[src/rtl/store_narrow_unit_pkg.sv]
// store_narrow_unit_pkg
//   Shared definitions for the store narrowing path: store size encodings,
//   the store FSM state encoding and small helpers for offset handling.
//   Imported by store_narrow_unit and store_lane_merge.
package store_narrow_unit_pkg;

  // Store size encodings as carried on ReqSize.
  localparam logic [1:0] SIZE_BYTE = 2'b00;
  localparam logic [1:0] SIZE_HALF = 2'b01;
  localparam logic [1:0] SIZE_WORD = 2'b10;
  localparam logic [1:0] SIZE_RSVD = 2'b11;

  // Store FSM states.
  typedef enum logic [1:0] {
    ST_IDLE  = 2'b00,
    ST_READ  = 2'b01,
    ST_WRITE = 2'b10,
    ST_ERR   = 2'b11
  } state_t;

  // A half store must sit on an even byte address. A word store must sit on
  // a multiple of four. Byte and reserved sizes are never misaligned.
  function automatic logic is_misaligned(input logic [1:0] size,
                                         input logic [1:0] offset);
    case (size)
      SIZE_HALF: return offset[0];
      SIZE_WORD: return (offset != 2'b00);
      default:   return 1'b0;
    endcase
  endfunction

  // Drop the low offset bits that a given size cannot use.
  function automatic logic [1:0] align_offset(input logic [1:0] size,
                                              input logic [1:0] offset);
    case (size)
      SIZE_HALF: return {offset[1], 1'b0};
      SIZE_WORD: return 2'b00;
      default:   return offset;
    endcase
  endfunction

endpackage

[src/rtl/store_lane_merge.sv]
// store_lane_merge
//   Combinational little-endian lane merge. Places the narrowed store data
//   into the addressed lane(s) of an existing memory word and keeps all other
//   lanes. Also intended for the load/store forwarding unit.
// Ports:
//   old_word  in  32  current memory word
//   new_data  in  32  register value; only the low bytes of the size are used
//   size      in  2   SIZE_BYTE / SIZE_HALF / SIZE_WORD / SIZE_RSVD
//   offset    in  2   byte offset inside the word (half uses offset[1] only)
//   merged    out 32  resulting word
module store_lane_merge
  import store_narrow_unit_pkg::*;
(
  input  logic [31:0] old_word,
  input  logic [31:0] new_data,
  input  logic [1:0]  size,
  input  logic [1:0]  offset,
  output logic [31:0] merged
);

  always_comb begin
    merged = old_word;
    case (size)
      SIZE_BYTE: begin
        case (offset)
          2'd0:    merged[7:0]   = new_data[7:0];
          2'd1:    merged[15:8]  = new_data[7:0];
          2'd2:    merged[23:16] = new_data[7:0];
          default: merged[31:24] = new_data[7:0];
        endcase
      end
      SIZE_HALF: begin
        if (offset[1]) merged[31:16] = new_data[15:0];
        else           merged[15:0]  = new_data[15:0];
      end
      SIZE_WORD: merged = new_data;
      default:   merged = old_word;
    endcase
  end

endmodule

[src/rtl/store_narrow_unit.sv]
// store_narrow_unit
//   Store-path formatter between the EX/MEM register and the word-wide data
//   memory. Word stores are written directly; byte and half stores do a
//   read-modify-write (one read cycle, then a merged write cycle).
//   Optional build macro: STORE_MISALIGN_TRAP_EN
//     defined   -> misaligned half/word requests retire through ERR with a
//                  Done+Misaligned pulse and no memory access
//     undefined -> low address bits are force-aligned, Misaligned is tied 0
// Ports:
//   Clk, Reset_n            clock, synchronous active-low reset
//   ReqValid/ReqReady       request handshake
//   ReqAddr/ReqData/ReqSize byte address, register value, size code
//   MemAddr                 latched word address to data memory
//   MemRdEn/MemRdData       read strobe, read data valid the following cycle
//   MemWrEn/MemWrData       write strobe and full word to write
//   Done, Misaligned, Busy  retirement pulse, trap pulse, not-idle flag
//   dbg_state               current FSM state
//
// Handshake: a request transfers on the rising edge where ReqValid and
// ReqReady are both high; ReqReady is high only in IDLE and depends on state
// alone, so a held ReqValid is taken on the first IDLE edge and nothing is
// dropped while ReqReady is low.
module store_narrow_unit
  import store_narrow_unit_pkg::*;
#(
  parameter int ADDR_W = 10
) (
  input  logic              Clk,
  input  logic              Reset_n,
  input  logic              ReqValid,
  output logic              ReqReady,
  input  logic [31:0]       ReqAddr,
  input  logic [31:0]       ReqData,
  input  logic [1:0]        ReqSize,
  output logic [ADDR_W-1:0] MemAddr,
  output logic              MemRdEn,
  input  logic [31:0]       MemRdData,
  output logic              MemWrEn,
  output logic [31:0]       MemWrData,
  output logic              Done,
  output logic              Misaligned,
  output logic              Busy,
  output logic [1:0]        dbg_state
);

  state_t             state;
  state_t             next_state;
  logic [ADDR_W-1:0]  addr_q;
  logic [31:0]        data_q;
  logic [1:0]         size_q;
  logic [1:0]         off_q;
  logic [31:0]        merged;
  logic               accept;
  logic               trap;
  logic               sub_word;

  // Address bits above the memory range wrap silently.
  logic unused_addr_hi;
  assign unused_addr_hi = ^ReqAddr[31:ADDR_W+2];

  assign accept   = ReqValid && (state == ST_IDLE);
  assign sub_word = (ReqSize == SIZE_BYTE) || (ReqSize == SIZE_HALF);

`ifdef STORE_MISALIGN_TRAP_EN
  assign trap = is_misaligned(ReqSize, ReqAddr[1:0]);
`else
  assign trap = 1'b0;
`endif

  always_ff @(posedge Clk) begin
    if (!Reset_n) begin
      state  <= ST_IDLE;
      addr_q <= '0;
      data_q <= '0;
      size_q <= SIZE_BYTE;
      off_q  <= 2'b00;
    end else begin
      state <= next_state;
      if (accept) begin
        addr_q <= ReqAddr[ADDR_W+1:2];
        data_q <= ReqData;
        size_q <= ReqSize;
        off_q  <= align_offset(ReqSize, ReqAddr[1:0]);
      end
    end
  end

  always_comb begin
    next_state = state;
    case (state)
      ST_IDLE: begin
        if (ReqValid) begin
          if (trap)          next_state = ST_ERR;
          else if (sub_word) next_state = ST_READ;
          else               next_state = ST_WRITE;  // word, or reserved no-op
        end
      end
      ST_READ:  next_state = ST_WRITE;
      ST_WRITE: next_state = ST_IDLE;
      ST_ERR:   next_state = ST_IDLE;
      default:  next_state = ST_IDLE;
    endcase
  end

  // For word stores the merge returns data_q and ignores MemRdData.
  store_lane_merge u_merge (
    .old_word (MemRdData),
    .new_data (data_q),
    .size     (size_q),
    .offset   (off_q),
    .merged   (merged)
  );

  assign ReqReady  = (state == ST_IDLE);
  assign Busy      = (state != ST_IDLE);
  assign MemAddr   = addr_q;
  assign MemRdEn   = (state == ST_READ);
  // A reserved size still passes through WRITE to pulse Done, but never writes.
  assign MemWrEn   = (state == ST_WRITE) && (size_q != SIZE_RSVD);
  assign MemWrData = MemWrEn ? merged : 32'h0;
  assign Done      = (state == ST_WRITE) || (state == ST_ERR);
`ifdef STORE_MISALIGN_TRAP_EN
  assign Misaligned = (state == ST_ERR);
`else
  assign Misaligned = 1'b0;
`endif
  assign dbg_state = state;

endmodule

[config.mk]
export PLATFORM = sky130hd
export DESIGN_NAME = store_narrow_unit
export DESIGN_NICKNAME = d
export VERILOG_FILES = /design/src/rtl/store_narrow_unit_pkg.sv /design/src/rtl/store_lane_merge.sv /design/src/rtl/store_narrow_unit.sv
export SDC_FILE = /design/constraint.sdc
export NUM_CORES = 1
export LEC_CHECK = 0
export CAP_MARGIN = 15
export CORE_MARGIN = 2
export CORE_UTILIZATION = 40
export CTS_CLUSTER_SIZE = 28
export DETAILED_ROUTE_END_ITERATION = 7
export PLACE_DENSITY = 0.86
export SLEW_MARGIN = 0
export SYNTH_ARGS = -nofsm -noshare
export SYNTH_HDL_FRONTEND = slang
export SYNTH_SLANG_ARGS = --single-unit
[constraint.sdc]
create_clock -name Clk -period 2.2 [get_ports Clk]
set_clock_uncertainty 0.2 [all_clocks]
set_input_delay 0.22 -clock Clk [delete_from_list [all_inputs] [get_ports Clk]]
set_output_delay 0.22 -clock Clk [all_outputs]
set_load 0.005 [all_outputs]
# Yosys cells after proc, flatten, opt, wreduce, memory -nomap -nowiden
# Index checks and enable logic that the tools add are counted.
# totals
register_bits	48
word_cells	39
in_bits	101
output_inout_bits	50
# op_classes
n_reduce_logical	11
eq_ne	11
muxes	12
# op_table
op	count
one-hot mux 32 bit (3 select lines)	1
two-way mux 16 bit	2
two-way mux 32 bit	1
two-way mux 8 bit	4
equality test 2 bit, second input constant	5
equality test 2 x 1 -> 1 bit, second input constant	4
zero test 2 bit	4
one-hot mux 2 bit (3 select lines)	1
two-way mux 2 bit	2
inequality test 2 bit, second input constant	2
one-hot mux 2 bit (2 select lines)	1
OR reduction 3 bit	1
logical AND 1 bit	2
logical OR 1 bit	2
nonzero test 2 bit	1
OR reduction 2 bit	1

# Depth between registers and ports, before layout
# Gate-level depths: netlist of the first run.
# depth
depth_word	5
mapped_depth	6
depth_no_buf	5

# Modules after synthesis
# Synthesis of the first run repeated with hierarchy kept, for this count alone.
# hier_totals
hier_cells	386
area_unflattened_um2	3059.2
# by_module_without_submodules
mod	cells_per_inst	n_inst	seq_area_each_um2	area_per_inst_um2
store_narrow_unit	259	1	960.9	2065.7
store_lane_merge	127	1	0.0	993.5

# Worst setup path before layout of the first run
# No wires, ideal clock.
# synth_path
path_type	reg2out
startpoint	reg off_q[1]
endpoint	out MemWrData[18]
path_buffers	2
slack_ns	0.450
path_stages_with_launch	6
t_required_ns	1.780
t_arrival_ns	1.330
path_cell_list	dfxtp_1 -> buf_6 -> buf_6 -> mux2_2 -> a222oi_1 -> nor2_1
# synth_via
elab_chain_cells	4
elab_cells_between_ends	5
classes_between	eq/ne (1); mux (4)
# synth_lines
element	line_no	text
start: declaration	store_narrow_unit.sv:51	logic [1:0] off_q;
start signal: assignment	store_narrow_unit.sv:83	off_q <= align_offset(ReqSize, ReqAddr[1:0]);
equality test 2 bit	store_lane_merge.sv:25	case (offset)
two-way mux 8 bit	store_lane_merge.sv:25	
one-hot mux 32 bit (3 select lines) (*)	store_lane_merge.sv:23	case (size)
two-way mux 32 bit (*)	store_narrow_unit.sv:120	assign MemWrData = MemWrEn ? merged : 32'h0;
end: declaration	store_narrow_unit.sv:39	output logic [31:0] MemWrData,
# Mark *: on every way between the ends. The rest lies on a longest branch, timed or not.

# Worst setup path in the final report of the first run
# layout_path
startpoint	reg off_q[1]
endpoint	out MemWrData[19]
# The elaborated chain is that of the path after synthesis.

==> impl_metrics.csv, run 1 <==
group,metric,value,unit
global_route,track_usage,26.34,%
logic_synthesis,synth_seq_cells,48,
route,routedWlPerCell,19.47,um
global_route,grt_remaining_overflow,0,
clock_network,clock_latency,0.31,ns
clock_network,tritoncts,"built",
place,place.detailed.hpwl,7456,um
flow_run,drv_cap,0,
timing,period_needed,2.334,ns
logic_synthesis,ys_top_cells_by_count,"nand2_1, dfxtp_1, a21boi_0, mux2_2, nor2_1",
logic_synthesis,ys_types,34,
timing,rsz0062_at_grt,"yes",
setup_path,worstSetupPathType,"flip-flop to primary output",
logic_synthesis,synth_top_flop_cell,"dfxtp_1",
setup_path,cp_slowest_stage_delay,0.40,ns
floorplanning,fp.dieArea,8108,sq um
final_layout,fin_util,69.13,%
clock_network,clock_sinks,48,
timing,fmax,0.4284,GHz
route,route.detailed.drc,0,
route,ant_nets,0,
setup_path,critPathArrivalTime,1.91,ns
setup_path,cp_max_fo,6,
timing,timing.final.crit_share,106.1,%
timing,holdWs,0.2601,ns
power_and_ir_drop,peakVddDrop,0.2613,mV
worst_hold_path,hold_path_class,"input pin to flip-flop",
final_layout,nNetsFinal,639,
clock_network,numCtsBuffers,5,
logic_synthesis,ys.warnings.count,0,
final_layout,syn2layout_area_growth,68.40,%
logic_synthesis,synth_area_leaders,"dfxtp_1, nand2_1, a21boi_0, mux2_2, a222oi_1",
global_route,grt_antenna_before_repair,0,
timing,finalSetupViolCount,13,
clock_network,ctsHtreeMaxLevel,2,
setup_path,cp-start-kind,"flip-flop",
setup_path,endpoint_kind,"primary output",
setup_path,critPathBufInv,3,
logic_synthesis,yosys.cell_count.top_type,"nand2_1",
final_layout,multi_input_area,2078,sq um
timing,finalWorstSetupSlack,-0.1344,ns
floorplanning,core_area,7214,sq um
place,port_buffers,129,
logic_synthesis,netlist_area,2962,sq um
global_route,grt_start_max_net_pins,49,
global_route,grt_pass1_vias,3487,
outcome,failed_checks,"setup timing",
floorplanning,chipWidth,90.05,um
timing,final-hold-violation-count,0,
logic_synthesis,async_flop_share,0,%
logic_synthesis,synth_nets,476,
setup_path,crit_family,"buffers and inverters",
floorplanning,start_util,41.05,%
setup_path,critical_path.cell_chain,"buf_8 -> buf_6 -> mux2_2 -> a222oi_1 -> nor2_1 -> buf_2",
place,gp_congestion,0.8916,
route,firstDrtPassIters,6,
logic_synthesis,synth.largest_area_cell,"dfxtp_1",
setup_path,required,1.78,ns
clock_network,cts.path.max_buffers,2,
logic_synthesis,netlist_instances,373,
logic_synthesis,ys_seq_area_share,32.45,%
route,drt-initial-drc-count,374,
final_layout,drive_above_1_share,31.84,%
global_route,grt_pass1_wl,17370,um
route,viasPerCell,5.679,
place,placed_cells,593,
clock_network,root_buffer,"clkbuf_8",
route,routed_wl,12380,um
final_layout,finalNonFillerCells,636,
setup_path,critPathSlowestCell,"dfxtp_4",
floorplanning,die_y,90.05,um
final_layout,area.sequential,975.9,sq um
route,vias,3612,
power_and_ir_drop,power,2.379,mW
logic_synthesis,netlist.area_leader.share,32.45,%
floorplanning,row_count,31,
logic_synthesis,synth_edf_count,0,
floorplanning,ios,151,
clock_network,path_clk_slew,0.09,ns
timing,final_max_slew_viol_count,0,
clock_network,postCtsHoldBufs,0,
outcome,status,"finished with violations",
power_and_ir_drop,leakagePower,2.089,nW
power_and_ir_drop,pwr_density_cell,476.9,nW/um^2
final_layout,fillers,524,
final_layout,diodes,0,
logic_synthesis,syn_avg_cell_area,7.940,sq um
==> routing by layer <==
metal | global-route usage [%] | vias up | routed length, um
met4 | 9.487 | 0 | 546
met2 | 45.80 | 256 | 5979
met3 | 7.963 | 54 | 1384
li1 | - | 1620 | -
met5 | 0 | - | 0
met1 | 30.57 | 1682 | 4470
==> metrics by stage <==
| stage | setup TNS, ns | area, sq um | worst slack [ns] |
|---|---|---|---|
| 2_1_floorplan | 0 | 2962 | 0.4502 |
| 3_3_place_gp | -1.073 | 4423 | -0.1104 |
| 3_5_place_dp | -1.981 | 4423 | -0.1924 |
| 4_1_cts | -1.091 | 4787 | -0.1577 |
| 5_1_grt | -1.517 | 4987 | -0.1733 |
| 6_report | -0.7251 | 4987 | -0.1344 |
==> layout make-up <==
class	instances	share of cell area, %
tap	99	2.484
sequential	48	19.57
multi-input combinational	288	41.67
clock inverter	2	0.2760
inverter	5	0.3763
clock buffer	6	1.656
timing repair buffer	188	33.97
==> report_power, final <==
group	switching (mW)	total [mW]	internal (mW)
Clock	0.321	0.579	0.258
Sequential	0.0691	0.993	0.924
Combinational	0.357	0.807	0.450
Total	0.747	2.38	1.63
==> layout by cell type (no fill, tap or decap), types with 3 or more instances in the layout <==
cell,n
mux2_2,23
clkdlybuf4s50_1,96
buf_2,18
a211oi_1,4
nor2_1,18
clkbuf_8,6
dfxtp_1,44
dlygate4sd2_1,4
buf_4,41
mux2_4,7
nand2_1,100
mux2i_1,8
a22oi_1,3
a222oi_1,9
inv_1,5
nand2b_4,4
buf_6,14
a21boi_0,46
a21oi_2,6
a22oi_2,5
clkbuf_2,8
nand3_1,7
nand2_2,5
a31oi_1,4
a211oi_2,4
dfxtp_4,4
or3b_4,4
==> logic make-up after synthesis <==
family,synth area share (%)
AO/OA/AOI/OAI,22.94
adder cells (fa/ha/maj),0.8448
buffers and inverters,6.464
flip-flops,32.45
multiplexers,14.45
other,0.1266
AND/OR/NAND/NOR,22.73
==> final timing paths <==
path	start	end	slack (ns)	depth (start not counted)
max	off_q[1]	MemWrData[19]	-0.13	6
min	ReqAddr[9]	MemAddr[7]	0.26	3
min reg2reg	MemAddr[2]	MemAddr[2]	0.27	2
max reg2reg	dbg_state[1]	data_q[17]	0.48	5
==> sequential cells by signal (all words and copies together), names as in the netlist <==
name / cells
data_q: 32
MemAddr: 10
size_q: 2
dbg_state: 2
off_q: 2
==> tightest hold or removal path, cell delays in order <==
cell and delay [ns]:
clkdlybuf4s50_1 0.39, nand2_1 0.05, a21boi_0 0.06
==> repair_timing <==
action	in CTS	in global routing
pin swaps	17	32
setup buffers	18	21
gates resized for setup	109	85
cloned	1	0
endpoints found under the setup margin	33	29
Note: power is estimated with default switching activity, not from simulation.
==> run 2: changes to the inputs <==
--- a/config.mk
+++ b/config.mk
@@ -5,6 +5,7 @@
 export SDC_FILE = /design/constraint.sdc
 export NUM_CORES = 1
 export LEC_CHECK = 0
+export ABC_CLOCK_PERIOD_IN_PS = 2200
 export CAP_MARGIN = 15
 export CORE_MARGIN = 2
 export CORE_UTILIZATION = 40
==> results of run 2 <==
Final layout, timing and power as in run 1 (identical DEF).
==> variant 1: new RTL, config.mk and constraints of run 1 <==
Add a define of `STORE_MISALIGN_TRAP_EN`.
--- a/src/rtl/store_narrow_unit.sv
+++ b/src/rtl/store_narrow_unit.sv
@@ -21,4 +21,6 @@
 // alone, so a held ReqValid is taken on the first IDLE edge and nothing is
 // dropped while ReqReady is low.
+`define STORE_MISALIGN_TRAP_EN
+
 module store_narrow_unit
   import store_narrow_unit_pkg::*;
Check against the original RTL: not equivalent (a bounded check fails within 4 cycles, from zero or initial values and one cycle with Reset_n low).
==> variant 1 against run 1 <==
- synthesized area decreased by 6.7%
- register-to-register slack got worse by 0.12 ns
- final cell count decreased by 8.5%
- worst setup slack improved by 0.091 ns
- non-clock buffer count decreased by 12
- the flow still finishes with violations (negative setup slack)
- sequential cell count unchanged
- power decreased by 4.6%
- routed wire length decreased by 20%
- final area decreased by 8.9%
- worst hold slack got worse by 0.0058 ns
==> variant 1: results (changes against run 1) <==
- The first-pass GRT wire length is 15200 um (-12%).
- The global routing usage on met3 was 5.69% (-2.3 points).
- The count of buffers inserted at the top-level ports is 130 (+0.78%).
- The worst-path maximum fanout is 5 (-1).
- The standby leakage power is 1.90 nW (-9.2%).
- The synthesized netlist net count was 446 (-6.3%).
- The global placer's final weighted congestion is 0.861 (-3.4%).
- The final reports fail on negative setup slack.
- The minimum setup slack after placement was -0.0561 ns (+0.136 ns).
- The number of setup violations in the final report was 4 (-9).
- The power density over the cells was 500 nW/um2 (+4.8%).
- The total routed wirelength was 9880 um (-20%).
- The routed length on met1 came to 3720 um (-17%).
- The clock transition at the registers of the reported paths is 0.09 ns (about the same).
- The number of vias per cell came to 5.47 (-3.7%).
- The number of combinational gates with multiple inputs was 263 (-8.7%).
- The fraction of area in multi-input gates is 38.6% (-3.1 points).
- The multiplexer share of the synthesized area is 5.98% (-8.5 points).
- The global routing met2 resource utilization is 46.7% (+0.90 points).
- The number of filler cells placed in the layout is 531 (+1.3%).
- The number of DRC violations after detailed-routing iteration 0 is 193 (-48%).
- The portion of the post-synthesis area used by sequential elements is 34.8% (+2.3 points).
- The length in cells of the worst reg-to-reg path came to 6 (+1).
- The post-synthesis share of cell area spent on full adders, half adders and majority gates came to 1.36% (+0.51 points).
- The final-layout clock-cell area share is 2.15% (+0.22 points).
- The maximum resistive drop on vdd is 0.000271 V (+3.8%).
- The routed length on met3 is 833 um (-40%).
- The met1 layer usage reported by global route is 29.6% (-0.97 points).
- The buffer share of cell area is 34.8% (+0.80 points).
- The count of inverters not on the clock network in the layout was 7 (+2).
- The total of plain and repair buffers excluding clock buffers is 176 (-6.4%).
- The number of nets in the final layout came to 605 (-5.3%).
- The count of placed standard cells including taps is 557 (-6.1%).
- Sorting the synthesized cells by area gives the leading types as sky130_fd_sc_hd__dfxtp_1, sky130_fd_sc_hd__nand2_1, sky130_fd_sc_hd__a21boi_0.
- The run finished, with violations left.
- The via count of the first global-routing pass was 3086 (-11%).
- The post-detailed-placement half-perimeter wirelength is 6810 um (-8.6%).
- The register bit count reported by yosys came to 48 (unchanged).
- The number of instances in the synthesized netlist is 342 (-8.3%).
- The post-cts resize count is 110 (+0.92%).
- The data arrival time of the critical path came to 1.82 ns (-0.09 ns).
- The sequential standard cell area is 976 um2 (unchanged).
- In this run the critical register-to-register path is captured at off_q[0]$_SDFFE_PN0P_.
- The flop-to-flop setup slack is 0.36 ns (-0.12 ns).
- The maximum buffer depth of the clock tree came to 2 (unchanged).
- The number of distinct library cell variants in the gate-level netlist after synthesis is 41 (+21%).
- The post-CTS setup buffer count came to 12 (-6).
- The placement-stage cell area is 4240 um2 (-4.0%).
- The layout cell share with drive strength beyond 1 is 25.7% (-6.1 points).
- The aggregate global-route resource usage is 25.6% (-0.78 points).
- The startpoint identified for the worst hold timing path is ReqData[3].
- The final setup slack of the worst path was -0.0431 ns (+0.0913 ns).
- The internal power summed over all cells is 1.59 mW (-2.7%).
- The routed length on met2 is 5070 um (-15%).
- The post-synthesis compound-gate area fraction is 28.4% (+5.4 points).
## variant 1: changes by cell type after synthesis, moves of 7 or more
cell                              run 1  this run
sky130_fd_sc_hd__a211oi_1             9         1
sky130_fd_sc_hd__a22o_1               0         8
sky130_fd_sc_hd__a22oi_1              8         0
sky130_fd_sc_hd__clkbuf_1            14         7
sky130_fd_sc_hd__mux2_2              30        12
sky130_fd_sc_hd__nand2_1            107        99
sky130_fd_sc_hd__o21ai_0              0        11
## variant 1: per-stage QoR
stage | TNS (ns) | power [mW] | hold WS (ns) | utilization, %
2_1_floorplan | 0 | 1.29 | 0.155 | -
3_3_place_gp | 0 | 1.62 | 0.249 | 62.8
3_5_place_dp | -0.204 | 1.64 | 0.257 | 62.8
4_1_cts | -0.118 | 2.25 | 0.254 | 67.0
5_1_grt | -0.861 | 2.38 | 0.265 | 67.2
6_report | -0.0979 | 2.27 | 0.254 | 67.2
## variant 1: worst max-delay path: stages (launching register included)
cell                       delay (ns)
sky130_fd_sc_hd__dfxtp_4         0.38
sky130_fd_sc_hd__buf_6           0.13
sky130_fd_sc_hd__nand2_4         0.09
sky130_fd_sc_hd__buf_6           0.11
sky130_fd_sc_hd__mux2_4          0.28
sky130_fd_sc_hd__a222oi_1        0.30
sky130_fd_sc_hd__nor2_1          0.08
sky130_fd_sc_hd__buf_2           0.14
## variant 1: power by group through the flow
stage / Sequential [mW] / Clock, mW / Combinational (mW)
floorplan: 0.982 / 0 / 0.307
global placement: 0.991 / 0 / 0.633
detailed placement: 0.994 / 0 / 0.650
CTS: 0.974 / 0.580 / 0.693
global route: 0.983 / 0.616 / 0.781
finish: 0.977 / 0.570 / 0.723
==> variant 2: new RTL, config.mk and constraints of run 1 <==
Made on the original files. Register the output `dbg_state` once more, cleared by the reset; this adds one clock of latency there. The other outputs are not delayed to match.
--- a/src/rtl/store_narrow_unit.sv
+++ b/src/rtl/store_narrow_unit.sv
@@ -125,5 +125,11 @@
   assign Misaligned = 1'b0;
 `endif
-  assign dbg_state = state;
+  always_ff @(posedge Clk) begin
+    if (!Reset_n) begin
+      dbg_state <= '0;
+    end else begin
+      dbg_state <= state;
+    end
+  end
 
 endmodule
Behaviour: not the same (a bounded check fails within 4 cycles, from zero or initial values and one cycle with Reset_n low).
==> variant 2 against run 1 <==
- the flow still finishes with violations (negative setup slack)
- final area fell by 4.1%
- power fell by 1.3%
- final cell count fell by 1.4%
- synthesized area rose by 1.9%
- worst setup slack improved by 0.10 ns
- routed wire length fell by 12%
- register-to-register slack barely moved
- sequential cell count rose by 2
- critical path type unchanged
- highest routed layer unchanged
==> variant 2: results (changes against run 1) <==
- The final setup slack of the worst path is -0.0304 ns (+0.104 ns).
- The number of DRC violations after detailed-routing iteration 0 was 217 (-42%).
- The number of vias per cell came to 5.40 (-4.9%).
- The layout cell share with drive strength beyond 1 is 28.6% (-3.2 points).
- The commonest cells after synthesis are sky130_fd_sc_hd__nand2_1, sky130_fd_sc_hd__dfxtp_1, sky130_fd_sc_hd__a21boi_0.
- After synthesis, the cell types taking the most area are sky130_fd_sc_hd__dfxtp_1, sky130_fd_sc_hd__nand2_1, sky130_fd_sc_hd__a21boi_0.
- The via count of the first global-routing pass was 3386 (-2.9%).
- The portion of the post-synthesis area used by sequential elements is 33.2% (+0.74 points).
- The checks that failed: negative setup slack.
- The maximum resistive drop on vdd is 0.000373 V (+43%).
- The post-detailed-placement half-perimeter wirelength is 7150 um (-4.1%).
- The minimum setup slack after placement is -0.145 ns (+0.0470 ns).
- The synthesized netlist net count is 480 (+0.84%).
- The data arrival time of the critical path is 1.81 ns (-0.10 ns).
- The run finished, with violations left.
- Clock tree synthesis selected as its root buffer the cell sky130_fd_sc_hd__clkbuf_8.
- The total routed wirelength is 10900 um (-12%).
- The total CTS buffers was 5 (unchanged).
- The worst-path maximum fanout is 7 (+1).
- The maximum number of pins on one net before global-route repair is 51 (+4.1%).
- The global placer's final weighted congestion is 0.846 (-5.1%).
- The initial antenna violation count is 0 (unchanged).
- The number of iterations in the first detailed-routing pass was 6 (unchanged).
- The flip-flop count of the largest register after layout is 32 (unchanged).
- The standby leakage power came to 1.97 nW (-5.7%).
- The aggregate global-route resource usage was 24.2% (-2.1 points).
- The number of nets in the final layout came to 630 (-1.4%).
- The clock transition at the registers of the reported paths is 0.09 ns (about the same).
- The first-pass GRT wire length was 16400 um (-5.6%).
- The async set-or-reset flop fraction in the synthesized netlist was 0% (unchanged).
- The number of antenna repair diodes is 0 (unchanged).
- The number of setup violations in the final report is 5 (-8).
- The register ranked first by flip-flop count is data_q.
- The number of filler cells placed in the layout is 594 (+13%).
- The total net switching power was 0.689 mW (-7.8%).
==> variant 2: cell count changes after synthesis, sizes merged <==
cell	delta
dfxtp	+2
and2	+2
==> variant 2: area by class of cell <==
class	count	share of cell area, %
Clock buffer	7	2.02
Clock inverter	1	0.183
Inverter	5	0.393
Multi-Input combinational cell	291	41.6
Sequential cell	50	21.3
Tap cell	99	2.59
Timing Repair Buffer	174	32.0
==> variant 2: timing repair <==
item | in CTS | in global routing
endpoints found under the setup margin | 32 | 28
hold buffers | 0 | 0
gates resized for setup | 92 | 57
pin swaps | 14 | 22
cloned | 1 | 0
setup buffers | 10 | 8
==> variant 2: cell families after synthesis <==
family	count (synthesis)	share of synthesized area (%)
AOI/OAI and AO/OA	92	22.5
adders and majority gates	2	0.829
buffers and inverters	37	6.43
DFF	50	33.2
muxes	39	14.2
other	1	0.124
and+or+nand+nor	156	22.7
==> variant 2: through the flow <==
stage               instances  setup TNS, ns  area, um2  hold WS [ns]
global route              627         -0.825       4780         0.268
finish                    627        -0.0930       4780         0.264
CTS                       619         -0.566       4750         0.258
global placement          600         -0.754       4490         0.250
floorplan                 377              0       3020         0.165
detailed placement        600          -1.79       4490         0.260
==> variant 2: per-layer routing <==
layer | share of wire, % | GRT usage (%) | routed length (um)
met2 | 50 | 41.9 | 5440
met4 | 2.0 | 8.33 | 212
met5 | 0 | 0 | 0
met1 | 38 | 28.4 | 4160
met3 | 9.5 | 7.35 | 1040
==> variant 2: power by group through the flow <==
stage	Sequential [mW]	Combinational, mW	Clock [mW]
detailed placement	1.04	0.650	0
global placement	1.04	0.631	0
CTS	1.02	0.680	0.612
global route	1.03	0.778	0.650
finish	1.02	0.723	0.602
floorplan	1.02	0.320	0
==> variant 2: critical path, stage by stage (launching register included) <==
cell	delay (ns)
sky130_fd_sc_hd__dfxtp_4	0.40
sky130_fd_sc_hd__buf_12	0.13
sky130_fd_sc_hd__buf_4	0.13
sky130_fd_sc_hd__mux2_2	0.32
sky130_fd_sc_hd__a222oi_1	0.33
sky130_fd_sc_hd__nor2_1	0.08
sky130_fd_sc_hd__clkbuf_2	0.12
==> variant 2: final timing paths <==
check / start / endpoint / slack [ns] / cells past startpoint
worst max register to register: state[1]$_SDFFE_PN0P_ / data_q[22]$_SDFFE_PN0P_ / 0.48 / 5
worst min-delay path: ReqData[12] / data_q[12]$_SDFFE_PN0P_ / 0.26 / 3
worst max-delay path: off_q[1]$_SDFFE_PN0P_ / MemWrData[27] / -0.03 / 6
worst min register to register: MemAddr[1]$_SDFFE_PN0P_ / MemAddr[1]$_SDFFE_PN0P_ / 0.27 / 2
